<file path="src/rtl/result_ascii_emitter.sv">
// Converts an unsigned result to decimal (sequential double-dabble) and streams the digits MSB-first as ASCII.
// Optional feature: define NEWLINE_EN to append an 8'h0A character after the last digit.
`timescale 1ns/1ps
module result_ascii_emitter #(
    parameter int WIDTH  = 32,
    parameter int DIGITS = 10
) (
    input  logic             clk,
    input  logic             clr,
    input  logic             start,
    input  logic [WIDTH-1:0] value,
    output logic             busy,
    output logic [7:0]       char_out,
    output logic             char_valid,
    input  logic             char_ready,
    output logic             done
);
    localparam int CW = $clog2(WIDTH + 1);
    localparam int IW = $clog2(DIGITS);
    localparam int BW = 4 * DIGITS;

    typedef enum logic [1:0] {S_IDLE, S_CONVERT, S_EMIT, S_TERM} state_t;

    state_t           state_q, state_d;
    logic [WIDTH-1:0] shift_q, shift_d;
    logic [BW-1:0]    bcd_q, bcd_d;
    logic [CW-1:0]    bitcnt_q, bitcnt_d;
    logic [IW-1:0]    idx_q, idx_d;
    logic             done_q, done_d;

    logic [BW-1:0]    bcd_adj;
    logic [3:0]       digit_arr [DIGITS];
    logic [IW-1:0]    lead_idx;
    logic [3:0]       cur_digit;

    // Per-nibble add-3 correction applied before every shift.
    for (genvar gi = 0; gi < DIGITS; gi++) begin : g_digit
        assign bcd_adj[gi*4 +: 4] = (bcd_q[gi*4 +: 4] >= 4'd5) ? bcd_q[gi*4 +: 4] + 4'd3
                                                                 : bcd_q[gi*4 +: 4];
        assign digit_arr[gi] = bcd_q[gi*4 +: 4];
    end

    // Highest nonzero digit wins; an all-zero value points at digit 0 so it prints a single '0'.
    always_comb begin
        lead_idx = '0;
        for (int i = 0; i < DIGITS; i++) begin
            if (bcd_q[i*4 +: 4] != 4'd0) begin
                lead_idx = IW'(i);
            end
        end
    end

    assign cur_digit = digit_arr[idx_q];

    always_ff @(posedge clk or posedge clr) begin
        if (clr) begin
            state_q  <= S_IDLE;
            shift_q  <= '0;
            bcd_q    <= '0;
            bitcnt_q <= '0;
            idx_q    <= '0;
            done_q   <= 1'b0;
        end else begin
            state_q  <= state_d;
            shift_q  <= shift_d;
            bcd_q    <= bcd_d;
            bitcnt_q <= bitcnt_d;
            idx_q    <= idx_d;
            done_q   <= done_d;
        end
    end

    always_comb begin
        state_d    = state_q;
        shift_d    = shift_q;
        bcd_d      = bcd_q;
        bitcnt_d   = bitcnt_q;
        idx_d      = idx_q;
        done_d     = 1'b0;
        char_valid = 1'b0;
        char_out   = 8'h00;
        case (state_q)
            S_IDLE: begin
                if (start) begin
                    shift_d  = value;
                    bcd_d    = '0;
                    bitcnt_d = CW'(WIDTH);
                    state_d  = S_CONVERT;
                end
            end
            S_CONVERT: begin
                if (bitcnt_q != '0) begin
                    {bcd_d, shift_d} = {bcd_adj, shift_q} << 1;
                    bitcnt_d         = bitcnt_q - CW'(1);
                end else begin
                    idx_d   = lead_idx;
                    state_d = S_EMIT;
                end
            end
            S_EMIT: begin
                char_valid = 1'b1;
                char_out   = 8'h30 + {4'h0, cur_digit};
                if (char_ready) begin
                    if (idx_q != '0) begin
                        idx_d = idx_q - IW'(1);
                    end else begin
`ifdef NEWLINE_EN
                        state_d = S_TERM;
`else
                        state_d = S_IDLE;
                        done_d  = 1'b1;
`endif
                    end
                end
            end
`ifdef NEWLINE_EN
            S_TERM: begin
                char_valid = 1'b1;
                char_out   = 8'h0A;
                if (char_ready) begin
                    state_d = S_IDLE;
                    done_d  = 1'b1;
                end
            end
`endif
            default: state_d = S_IDLE;
        endcase
    end

    assign busy = (state_q != S_IDLE);
    assign done = done_q;

endmodule

</file>
<file path="config.mk">
export PLATFORM = sky130hd
export DESIGN_NAME = result_ascii_emitter
export DESIGN_NICKNAME = d
export VERILOG_FILES = /design/src/rtl/result_ascii_emitter.sv
export SDC_FILE = /design/constraint.sdc
export NUM_CORES = 1
export LEC_CHECK = 0
export CORE_UTILIZATION = 58
export DETAILED_ROUTE_END_ITERATION = 10
export GPL_ROUTABILITY_DRIVEN = 0
export HOLD_SLACK_MARGIN = 0.06
export MAX_ROUTING_LAYER = met4
export PLACE_DENSITY = 0.83
export SLEW_MARGIN = 0
export SYNTH_ARGS = -nofsm -noshare
export SYNTH_HDL_FRONTEND = slang
export SYNTH_SLANG_ARGS = --single-unit
</file>
<file path="constraint.sdc">
create_clock -name clk -period 3.8 [get_ports clk]
set_clock_uncertainty 0.2 [all_clocks]
set_input_delay 0.95 -clock clk [delete_from_list [all_inputs] [get_ports clk]]
set_output_delay 0.95 -clock clk [all_outputs]
set_load 0.01 [all_outputs]
</file>
==> results of run 1 <==
==> cell usage after synthesis (5+ instances only) <==
| library cell | instances | area share (%) |
|---|---|---|
| mux4_2 | 8 | 3.6 |
| mux2_4 | 10 | 3.0 |
| a22o_1 | 14 | 2.4 |
| mux2i_1 | 44 | 8.7 |
| o22ai_1 | 24 | 3.0 |
| nand2b_1 | 17 | 2.1 |
| nor2_1 | 17 | 1.3 |
| a22oi_1 | 5 | 0.74 |
| xnor2_1 | 10 | 1.7 |
| clkbuf_1 | 12 | 0.89 |
| nand3_1 | 28 | 2.8 |
| a21oi_1 | 22 | 2.2 |
| nand2_1 | 7 | 0.52 |
| inv_1 | 33 | 2.4 |
| a32o_1 | 10 | 2.0 |
| nor3b_1 | 18 | 2.7 |
| ha_1 | 23 | 5.7 |
| dfrtp_1 | 85 | 42 |
| buf_2 | 11 | 1.1 |
| o21ai_0 | 45 | 4.5 |
==> cells by family (layout without fill, tap and decap cells) <==
family / Yosys count / in the layout / share of synthesized area (%)
compound gates: 135 / 135 / 17.2
xor+xnor: 10 / 10 / 1.73
fa+ha+maj: 23 / 23 / 5.69
buf+inv: 67 / 100 / 6.14
flops: 85 / 85 / 42.1
mux: 63 / 63 / 15.5
other cells: 1 / 2 / 0.0742
simple gates: 103 / 103 / 11.6
==> registers in the layout (all words and copies together) (netlist names) <==
signal    cells
state_q       2
bitcnt_q      6
bcd_q        40
shift_q      32
idx_q         4
done          1
==> report_power, final <==
group          internal, mW  switching [mW]
Combinational          1.31            1.42
Clock                 0.374           0.346
Sequential             1.33           0.449
Total                  3.01            2.21
==> worst paths after layout <==
path                             start  cells after the start  slack (ns)          end
min in group asynchronous          clr                      2        0.79    bcd_q[10]
max reg2reg                bitcnt_q[0]                      7        1.30  shift_q[17]
max                         state_q[0]                      5        0.33  char_out[2]
min                        shift_q[31]                      2        0.29     bcd_q[0]
max in group asynchronous          clr                      3        1.93     idx_q[0]
min reg2reg                shift_q[31]                      2        0.29     bcd_q[0]
==> layer usage <==
layer  global-route usage, %  up-vias
li1                        -     1837
met1                    36.3     1947
met2                    42.4      119
met3                    5.58       18
met4                    10.2        0
met5                       -        -
==> worst max-delay path: cells and delay by family (launching register included) <==
family	cells	cell delay (ns)
DFF	1	0.42
buffers and inverters	2	0.81
AOI/OAI and AO/OA	1	0.25
and+or+nand+nor	2	0.47
==> area by class of cell <==
| cell class | instances | share of cell area [%] |
|---|---|---|
| Tap cell | 105 | 2.28 |
| Multi-Input combinational cell | 336 | 45.8 |
| Clock buffer | 9 | 2.15 |
| Sequential cell | 85 | 37.0 |
| Clock inverter | 6 | 1.68 |
| Inverter | 34 | 2.24 |
| Timing Repair Buffer | 51 | 8.79 |
==> results.md, run 1 <==
| Stage | Parameter | This run |
| --- | --- | --- |
| layout | Synthesis-to-layout area growth | 13.7% |
| status | Outcome | finished, final reports clean |
| worst setup path | Critical path class | reg -> out |
| routing | Via total after detailed routing | 3921 |
| floorplanning | Die W | 95.4 um |
| global route | Antenna violations before repair | 0 |
| yosys | Count of different cell masters after synthesis | 47 |
| placed design | Setup slack after placement | 0.475 ns |
| sta | Maximum clock frequency | 0.288 GHz |
| sta | Setup total negative slack | 0 ns |
| placed design | Cell Count Post-Placement | 611 |
| yosys | Proportion of synthesized chip area in sequential cells | 42.1% |
| yosys | Count of yosys warnings during synthesis | 0 |
| floorplanning | Area of the core | 0.00834 mm2 |
| cts | Buffers inserted by post-CTS timing repair | 0 |
| sta | Total count of max-transition violations in the final report | 0 |
| cts | CTS tree | yes |
| sta | Count of final hold-check violations | 0 |
| layout | Non-filler cells, final | 626 |
| routing | Routed wire length on met3 | 551 um |
| sta | Setup slack after layout | 0.326 ns |
| yosys | Post-synthesis area per instance | 10.4 um2 |
| floorplanning | Height of the die | 95.4 um |
| worst setup path | Crit Path Max Fanout | 7 |
| flow run | Number of maximum-capacitance constraint violations | 0 |
| layout | Fin nets | 576 |
| cts | Cell chosen for the clock root | clkbuf_8 |
| layout | Commonest non-fill, non-tap cells in the layout | dfrtp_1, o21ai_0, mux2i_1, clkdlybuf4s50_1, inv_1 |
| global route | Overflow after GRT | 0 |
| cts | CTS HTree Levels | 3 |
| placed design | Number of I/O port buffers | 44 |
| yosys | EDFF count, synth | 0 |
| worst setup path | Ordered list of cells on the worst path | nand2b_1, inv_1, nand3_1, o22ai_1, clkdlybuf4s50_1 |
| yosys | Number of cells produced by synthesis | 487 |
| routing | Wirelength per Cell | 18.2 um |
| layout | Post-Layout Inst Area | 0.00575 mm2 |
| global route | Global-route usage over all layers | 27.6% |
| sta | Pin slew with the least headroom to its limit | 0.911 ns |
| layout | Layout cells sized above 1 | 9.60% |
| sta | Worst hold margin | 0.286 ns |
| cts | Gates resized, CTS repair | 0 |
| sta | Final setup violation count | 0 |
| routing | Routed via count divided by cell count | 6.26 |
| cts | Count of clock tree sinks | 85 |
| worst setup path | Arr. time, crit path | 2.32 ns |
| global route | Vias in the first global route | 3751 |
| worst hold path | Min-delay worst type | reg -> reg |
| cts | Reg clk slew, reported paths | 0.09 ns |
| floorplanning | Num rows | 33 |
| worst setup path | Nature of the critical path endpoint | output pin |
| layout | Most frequent standard cell in the layout excluding fill and tap cells | dfrtp_1 |
| worst setup path | Startpoint Class | flop |
| sta | RSZ-0062 raised after global routing | no |
| cts | Worst-case clock buffer depth | 2 |
| floorplanning | Initial cell density of the core | 60.6% |
| layout | Filler Cell Count | 639 |
| pwr | Power density over the cells | 908 mW/mm2 |
| routing | Pre-Repair DR Iteration Count | 5 |
| cts | CTS hold repair buffers | 0 |
| routing | Met1 wire length | 5140 um |
| pwr | Static leakage power | 2.53 nW |
| worst setup path | Max stage delay on crit path | 0.57 ns |
| layout | Antenna cell count | 0 |
| floorplanning | Top-Level Pins | 47 |
| global route | First-pass GRT wire length | 18500 um |
| yosys | Post-synth design cell area | 0.00506 mm2 |
| placed design | DP HPWL | 7970 um |
| worst setup path | Slowest library cell on the worst path | clkdlybuf4s50_1 |
| placed design | Post-DP Area | 0.00553 mm2 |
| yosys | Register bit count reported by yosys | 85 |
| global route | Largest net degree at the start of global routing | 50 |
| worst setup path | Required time of the critical path | 2.65 ns |
| pwr | Worst IR drop on VDD | 0.398 mV |
| pwr | Overall power after layout | 5.22 mW |
| floorplanning | Total Die Area | 0.00909 mm2 |
| routing | Highest Signal Layer | met4 |
| layout | Core Util, Final | 68.9% |
| sta | Tightest slew margin relative to the limit | 39.3% |
| routing | Overall routed net length | 11400 um |
| sta | Share of the cycle needed by the critical path after routing | 91.4% |
| yosys | Main flop type after synthesis | dfrtp_1 |
| yosys | Async SR Flop Fraction | 100% |
| routing | Number of violations reported at the end of detailed-routing iteration 0 | 250 |
| layout | Area of the multi-input gates | 0.00264 mm2 |
| routing | Post-route DRC | 0 |
| cts | Clock latency on the worst-skew pair | 0.36 ns |
| layout | Area occupied by registers | 0.00213 mm2 |
| routing | Antenna viol nets, final | 0 |
| cts | Number of clock buffers inserted by TritonCTS | 9 |
| sta | Final critical path time including I/O delays and setup | 3.47 ns |
| routing | Met2 wirelength from detailed routing | 5560 um |
Power figures use the tool's default switching activity.
==> run 2, diff against run 1 <==
--- a/config.mk
+++ b/config.mk
@@ -5,12 +5,14 @@
 export SDC_FILE = /design/constraint.sdc
 export NUM_CORES = 1
 export LEC_CHECK = 0
+export ABC_AREA = 1
 export CORE_UTILIZATION = 58
 export DETAILED_ROUTE_END_ITERATION = 10
 export GPL_ROUTABILITY_DRIVEN = 0
 export HOLD_SLACK_MARGIN = 0.06
 export MAX_ROUTING_LAYER = met4
-export PLACE_DENSITY = 0.83
+export PLACE_DENSITY = 0.84
+export REMOVE_ABC_BUFFERS = 1
 export SLEW_MARGIN = 0
 export SYNTH_ARGS = -nofsm -noshare
 export SYNTH_HDL_FRONTEND = slang
==> results.md, run 2 <==
| Stage | Parameter | This run | vs previous |
| --- | --- | --- | --- |
| routing | Pre-Repair DR Iteration Count | 7 | +2 |
| sta | Pin slew with the least headroom to its limit | 0.689 ns | -0.222 ns |
| global route | Routing layer with the top usage in global route | met2 |  |
| layout | Area of the multi-input gates | 0.00228 mm2 | -13% |
| cts | Cell chosen for the clock root | clkbuf_8 |  |
| yosys | Count of yosys warnings during synthesis | 0 | unchanged |
| worst setup path | Critical path class | reg -> out |  |
| worst setup path | R2R Path Start | bitcnt_q[0] |  |
| global route | Antenna violations before repair | 0 | unchanged |
| layout | Area occupied by registers | 0.00213 mm2 | unchanged |
| worst setup path | Critical register-to-register path endpoint | shift_q[31] |  |
| layout | Registers with the most flip-flops | bcd_q (40), shift_q (32), bitcnt_q (6) |  |
| pwr | Cell Int Power | 2.83 mW | -5.8% |
| cts | CTS tree | yes |  |
| flow run | Number of maximum-capacitance constraint violations | 0 | unchanged |
| routing | Number of violations reported at the end of detailed-routing iteration 0 | 363 | +45% |
| yosys | Register bit count reported by yosys | 85 | unchanged |
| sta | Setup total negative slack | 0 ns | unchanged |
| layout | Top register by number of flip-flops | bcd_q |  |
| yosys | EDFF count, synth | 0 | unchanged |
| cts | Number of clock buffers inserted by TritonCTS | 9 | unchanged |
| global route | GRT met3 Usage | 4.99% | -0.59 points |
| worst hold path | Worst Hold Depth | 1 | -1 |
| worst setup path | Crit path buffers/inverters | 2 | unchanged |
| global route | Overflow after GRT | 0 | unchanged |
| worst hold path | Min-Delay Startpoint | bitcnt_q[5] |  |
| routing | Overall routed net length | 11300 um | -0.90% |
| worst setup path | Startpoint Class | flop |  |
| floorplanning | Initial cell density of the core | 60.1% | -0.55 points |
| routing | Post-route DRC | 0 | unchanged |
| yosys | Dominant cell type by area after synthesis | dfrtp_1 |  |
| worst setup path | Max stage delay on crit path | 0.62 ns | +0.05 ns |
| yosys | Count of different cell masters after synthesis | 36 | -23% |
| global route | Global-route usage over all layers | 28.0% | +0.38 points |
| worst setup path | Crit Path Max Fanout | 27 | +20 |
| sta | Maximum clock frequency | 0.279 GHz | -3.1% |
| global route | First-pass GRT wire length | 18900 um | +2.4% |
| layout | Commonest non-fill, non-tap cells in the layout | inv_1, nand2_1, dfrtp_1, o21ai_0, clkdlybuf4s50_1 |  |
| floorplanning | Top-Level Pins | 47 | unchanged |
| routing | Via total after detailed routing | 4444 | +13% |
| pwr | Power density over the cells | 935 mW/mm2 | +3.0% |
| yosys | Post-synth design cell area | 0.00496 mm2 | -1.9% |
| yosys | Main flop type after synthesis | dfrtp_1 |  |
| floorplanning | Die W | 94.5 um | -0.92% |
| floorplanning | Area of the core | 0.00826 mm2 | -0.99% |
| sta | Tightest slew margin relative to the limit | 54.0% | +15 points |
| worst setup path | Ordered list of cells on the worst path | inv_2, a21oi_1, o21ai_0, nand3_1, nand3_1, a21oi_1, clkdlybuf4s50_1 |  |
| pwr | Sequential Power Share | 32.4% | -1.6 points |
| yosys | Number of cells produced by synthesis | 624 | +28% |
| routing | Routed via count divided by cell count | 5.83 | -6.9% |
| status | Outcome | finished, final reports clean |  |
| cts | Worst-case clock buffer depth | 2 | unchanged |
| worst hold path | Min-delay worst type | reg -> reg |  |
| sta | Final critical path time including I/O delays and setup | 3.59 ns | +0.111 ns |
| pwr | Switching fraction of total power | 46.4% | +4.0 points |
| layout | Most frequent standard cell in the layout excluding fill and tap cells | inv_1 |  |
| pwr | Combinational share of power | 53.0% | +0.8 points |
| layout | Filler Cell Count | 660 | +3.3% |
| yosys | Yosys top cell area share | 42.9% | +0.81 points |
| routing | Wirelength per Cell | 14.8 um | -19% |
| layout | Antenna cell count | 0 | unchanged |
| global route | Met2 Resource Use GR | 45.9% | +3.5 points |
| cts | CTS HTree Levels | 3 | unchanged |
| floorplanning | Height of the die | 94.5 um | -0.92% |
| worst setup path | Worst reg-to-reg path cell count | 8 | +1 |
| sta | Total count of max-transition violations in the final report | 0 | unchanged |
| yosys | Proportion of synthesized chip area in sequential cells | 42.9% | +0.81 points |
| cts | Clock latency on the worst-skew pair | 0.35 ns | about the same |
| sta | Share of the cycle needed by the critical path after routing | 94.3% | +2.9 points |
| worst setup path | Required time of the critical path | 2.65 ns | about the same |
| placed design | Number of I/O port buffers | 44 | unchanged |
| layout | Synthesis-to-layout area growth | 14.0% |  |
| layout | Flip-flop count of the largest register after layout | 40 | unchanged |
| global route | Vias in the first global route | 4214 | +12% |
| layout | Core Util, Final | 68.5% | -0.46 points |
| pwr | Share of power burned in the clock network | 14.6% | +0.8 points |
| worst setup path | Slowest library cell on the worst path | dfrtp_2 |  |
| placed design | DP HPWL | 7720 um | -3.1% |
| worst setup path | Setup slack of the worst register-to-register path | 1.38 ns | +0.08 ns |
| yosys | Post-synthesis area per instance | 7.95 um2 | -23% |
| sta | Final setup violation count | 0 | unchanged |
| floorplanning | Total Die Area | 0.00893 mm2 | -1.8% |
| global route | Met1 demand-to-capacity share in global routing | 34.8% | -1.5 points |
| worst hold path | Worst Hold End | bitcnt_q[5] |  |
| pwr | Worst IR drop on VDD | 0.387 mV | -2.9% |
| pwr | Static leakage power | 2.65 nW | +4.7% |
| cts | Count of clock tree sinks | 85 | unchanged |
| layout | Fin nets | 711 | +23% |
| sta | RSZ-0062 raised after global routing | no |  |
| global route | Largest net degree at the start of global routing | 61 | +22% |
| yosys | Most frequent cell after synthesis | inv_1 |  |
| routing | Antenna viol nets, final | 0 | unchanged |
| worst setup path | CP delay by family, top | buffers and inverters |  |
| sta | Count of final hold-check violations | 0 | unchanged |
| layout | Layout cells sized above 1 | 5.63% | -4.0 points |
| yosys | Async SR Flop Fraction | 100% | unchanged |
| floorplanning | Num rows | 33 | unchanged |
| yosys | Area contributors post-synth | dfrtp_1, o21ai_0, inv_1 |  |
| cts | Reg clk slew, reported paths | 0.09 ns | about the same |
| pwr | Net switching power figure | 2.45 mW | +11% |
| yosys | Commonest cells post-synth | inv_1, nand2_1, dfrtp_1 |  |
| cts | Buffers inserted by post-CTS timing repair | 0 | unchanged |
| worst setup path | Arr. time, crit path | 2.44 ns | +0.12 ns |
| worst setup path | Nature of the critical path endpoint | output pin |  |
## run 2: cell types whose count changed in the layout (fill, tap and decap cells not counted), moves of 21 or more
cell      delta
inv_1       +61
mux2i_1     -44
nand2_1     +84
o211ai_1    +21
o21ai_0     +38
## run 2: power groups by stage
stage	clock network, mW	registers (mW)	logic, mW
2_1_floorplan	0	1.62	2.12
5_1_grt	0.828	1.76	3.18
3_5_place_dp	0	1.72	2.75
6_report	0.773	1.71	2.80
4_1_cts	0.787	1.70	2.78
3_3_place_gp	0	1.70	2.59
## run 2: what timing repair did
action / CTS / global route
gates resized for setup: 0 / 1
hold buffers: 0 / 0
setup endpoints to repair: 0 / 4
## run 2: worst max-delay path by stage
stage,slack [ns],from,cells past startpoint,endpoint
after floorplan,0.46,clr,1,bcd_q[0]
after global placement,0.50,idx_q[0],7,char_out[1]
after detailed placement,0.43,idx_q[0],7,char_out[1]
after CTS,0.04,idx_q[0],7,char_out[1]
after global routing,0.04,idx_q[0],7,char_out[1]
final,0.21,idx_q[0],7,char_out[1]
## run 2: metal layers
| layer | share of wire (%) | vias to the layer above |
|---|---|---|
| li1 | - | 2148 |
| met1 | 44 | 2081 |
| met2 | 48 | 192 |
| met3 | 6.6 | 23 |
| met4 | 1.7 | 0 |
| met5 | 0 | - |
## run 2: worst reg2reg max path, delay by kind of cell, from the launching register on
| kind | cells | cell delay (ns) |
|---|---|---|
| buffers and inverters | 2 | 0.41 |
| flip-flops | 1 | 0.37 |
| AO/OA/AOI/OAI | 2 | 0.25 |
| AND/OR/NAND/NOR | 3 | 0.92 |
| adder cells (fa/ha/maj) | 1 | 0.17 |
## run 2: cell type report
type	count	share of cell area (%)
multi-input cells	407	40.3
flip-flops and latches	85	37.6
repair buffers	48	8.76
inverters	101	6.73
well taps	105	2.32
clock buffers	10	2.26
clock inverters	6	1.97
## run 2: cells by family (layout without fill, tap and decap cells)
group	Yosys count	count (layout)	share of synthesized area (%)
buf+inv	133	165	11.2
simple gates	160	160	13.7
xor+xnor	12	12	2.12
fa+ha+maj	23	23	5.80
flops	85	85	42.9
other cells	1	2	0.0756
compound gates	210	210	24.2
## run 2: through the flow
stage	cell area (um2)	power, mW	cells	hold WS, ns	worst slack [ns]
detailed placement	5420	4.46	746	0.277	0.427
finish	5660	5.29	762	0.293	0.215
CTS	5650	5.26	762	0.289	0.0389
floorplan	4790	3.73	593	0.245	0.457
global route	5660	5.77	762	0.313	0.0448
global placement	5420	4.29	746	0.262	0.499
==> run 3, diff against run 2 <==
--- a/config.mk
+++ b/config.mk
@@ -6,12 +6,13 @@
 export NUM_CORES = 1
 export LEC_CHECK = 0
 export ABC_AREA = 1
-export CORE_UTILIZATION = 58
+export CORE_UTILIZATION = 55
+export CTS_BUF_LIST = sky130_fd_sc_hd__clkbuf_4 sky130_fd_sc_hd__clkbuf_8
 export DETAILED_ROUTE_END_ITERATION = 10
 export GPL_ROUTABILITY_DRIVEN = 0
 export HOLD_SLACK_MARGIN = 0.06
 export MAX_ROUTING_LAYER = met4
-export PLACE_DENSITY = 0.84
+export PLACE_DENSITY = 0.8
 export REMOVE_ABC_BUFFERS = 1
 export SLEW_MARGIN = 0
 export SYNTH_ARGS = -nofsm -noshare
==> results.md, run 3 (synthesis results as in run 2) <==
| Stage | Parameter | This run | vs previous |
| --- | --- | --- | --- |
| sta | Setup total negative slack | 0 ns | unchanged |
| placed design | Number of I/O port buffers | 44 | unchanged |
| floorplanning | Die W | 97.0 um | +2.6% |
| pwr | Switching fraction of total power | 46.0% | -0.43 points |
| floorplanning | Num rows | 34 | +3.0% |
| sta | Maximum clock frequency | 0.283 GHz | +1.5% |
| layout | Antenna cell count | 0 | unchanged |
| sta | Final critical path time including I/O delays and setup | 3.53 ns | -0.0533 ns |
| layout | Registers with the most flip-flops | bcd_q (40), shift_q (32), bitcnt_q (6) |  |
| cts | Count of clock tree sinks | 85 | unchanged |
| layout | Top register by number of flip-flops | bcd_q |  |
| status | Outcome | finished, final reports clean |  |
| pwr | Power density over the cells | 934 mW/mm2 | about the same |
| layout | Area occupied by registers | 0.00213 mm2 | about the same |
| global route | Antenna violations before repair | 0 | unchanged |
| cts | Gates resized, CTS repair | 0 | unchanged |
| sta | Tightest slew margin relative to the limit | 60.4% | +6.4 points |
| cts | CTS hold repair buffers | 0 | unchanged |
| layout | Flip-flop count of the largest register after layout | 40 | unchanged |
| worst setup path | Critical path class | reg -> out |  |
| floorplanning | Top-Level Pins | 47 | unchanged |
| flow run | Number of maximum-capacitance constraint violations | 0 | unchanged |
| global route | Global-route usage over all layers | 25.9% | -2.1 points |
| cts | CTS HTree Levels | 3 | unchanged |
| placed design | Setup slack after placement | 0.733 ns | +0.306 ns |
| pwr | Combinational share of power | 53.0% | about the same |
| layout | Core Util, Final | 65.2% | -3.3 points |
| routing | Antenna viol nets, final | 0 | unchanged |
| global route | Overflow after GRT | 0 | unchanged |
| cts | Number of clock buffers inserted by TritonCTS | 9 | unchanged |
| pwr | Share of power burned in the clock network | 15.1% | +0.5 points |
| pwr | Static leakage power | 2.67 nW | +0.81% |
| layout | Area of the multi-input gates | 0.00228 mm2 | unchanged |
| worst setup path | Required time of the critical path | 2.65 ns | about the same |
| cts | Reg clk slew, reported paths | 0.09 ns | about the same |
| layout | Synthesis-to-layout area growth | 14.5% |  |
| worst setup path | Startpoint Class | flop |  |
| floorplanning | Area of the core | 0.00872 mm2 | +5.6% |
| layout | Fin nets | 714 | +0.42% |
| floorplanning | Total Die Area | 0.00940 mm2 | +5.3% |
| floorplanning | Initial cell density of the core | 56.9% | -3.2 points |
| routing | Via total after detailed routing | 4386 | -1.3% |
| layout | Layout cells sized above 1 | 6.06% | +0.43 points |
| floorplanning | Height of the die | 97.0 um | +2.6% |
| routing | Overall routed net length | 11300 um | -0.30% |
| sta | Pin slew with the least headroom to its limit | 0.593 ns | -0.0956 ns |
| routing | Post-route DRC | 0 | unchanged |
| sta | Count of final hold-check violations | 0 | unchanged |
| cts | Clock latency on the worst-skew pair | 0.36 ns | about the same |
| global route | Vias in the first global route | 4304 | +2.1% |
| placed design | DP HPWL | 7930 um | +2.7% |
| routing | Pre-Repair DR Iteration Count | 7 | unchanged |
| cts | Cell chosen for the clock root | clkbuf_8 |  |
| worst setup path | Nature of the critical path endpoint | output pin |  |
| routing | Number of violations reported at the end of detailed-routing iteration 0 | 257 | -29% |
| pwr | Worst IR drop on VDD | 0.402 mV | +3.9% |
| pwr | Net switching power figure | 2.44 mW | -0.53% |
| global route | Largest net degree at the start of global routing | 70 | +15% |
| sta | Share of the cycle needed by the critical path after routing | 92.9% | -1.4 points |
| worst hold path | Min-delay worst type | reg -> reg |  |
| pwr | Sequential Power Share | 31.8% | -0.6 points |
| worst setup path | Arr. time, crit path | 2.38 ns | -0.06 ns |
| pwr | Cell Int Power | 2.87 mW | +1.2% |
| routing | Wirelength per Cell | 14.7 um | -1.1% |
| layout | Non-filler cells, final | 768 | +0.79% |
| cts | Buffers inserted by post-CTS timing repair | 0 | unchanged |
| sta | Final setup violation count | 0 | unchanged |
| routing | Routed via count divided by cell count | 5.71 | -2.1% |
| worst setup path | Crit Path Max Fanout | 11 | -59% |
| layout | Filler Cell Count | 708 | +7.3% |
| layout | Most frequent standard cell in the layout excluding fill and tap cells | inv_1 |  |
| worst setup path | Setup slack of the worst register-to-register path | 1.51 ns | +0.13 ns |
| cts | CTS tree | yes |  |
| placed design | Cell Count Post-Placement | 752 | +0.80% |
| layout | Commonest non-fill, non-tap cells in the layout | inv_1, nand2_1, dfrtp_1, o21ai_0, clkdlybuf4s50_1 |  |
| global route | First-pass GRT wire length | 19300 um | +2.1% |
| sta | Total count of max-transition violations in the final report | 0 | unchanged |
| cts | Worst-case clock buffer depth | 2 | unchanged |
| sta | RSZ-0062 raised after global routing | no |  |
| sta | Setup slack after layout | 0.268 ns | +0.0533 ns |
==> run 3: worst max-delay path, stage by stage (launching register included) <==
cell	delay, ns
dfrtp_1	0.52
inv_1	0.24
a21oi_1	0.17
o21ai_0	0.10
nand3_1	0.08
nand3_1	0.08
a21oi_1	0.24
clkdlybuf4s50_1	0.59
==> run 3: metrics by stage <==
stage | hold slack (ns) | area (um2) | power, mW
finish | 0.306 | 5680 | 5.31
global route | 0.317 | 5680 | 5.82
CTS | 0.301 | 5680 | 5.30
detailed placement | 0.283 | 5430 | 4.47
global placement | 0.267 | 5430 | 4.32
floorplan | 0.245 | 4790 | 3.73
==> run 3: cell type report <==
cell class | instances | share of cell area, %
clock buffer | 11 | 2.55
clock inverter | 5 | 1.89
multi-input combinational | 407 | 40.1
inverter | 101 | 6.69
tap | 108 | 2.38
timing repair buffer | 51 | 8.90
sequential | 85 | 37.4
==> run 3: final timing paths <==
check / endpoint / start / cells past startpoint
max: char_out[3] / idx_q[1] / 7
min: bitcnt_q[5] / bitcnt_q[5] / 1
max reg2reg: bitcnt_q[4] / bitcnt_q[0] / 9
min reg2reg: bitcnt_q[5] / bitcnt_q[5] / 1
max in group asynchronous: bcd_q[37] / clr / 3
min in group asynchronous: shift_q[28] / clr / 2
==> run 3: power groups by stage <==
| stage | Clock [mW] | Combinational [mW] | Sequential, mW |
|---|---|---|---|
| after floorplan | 0 | 2.12 | 1.62 |
| after global placement | 0 | 2.64 | 1.68 |
| after detailed placement | 0 | 2.77 | 1.70 |
| after CTS | 0.810 | 2.81 | 1.68 |
| after global routing | 0.849 | 3.23 | 1.74 |
| final | 0.803 | 2.82 | 1.69 |
==> run 3: per-layer routing <==
metal,wire length [um],up-vias,track usage (%)
met5,0,-,-
met4,229,0,8.27
met3,520,20,5.49
met2,5560,135,43.1
met1,4950,2081,31.6
li1,-,2150,-
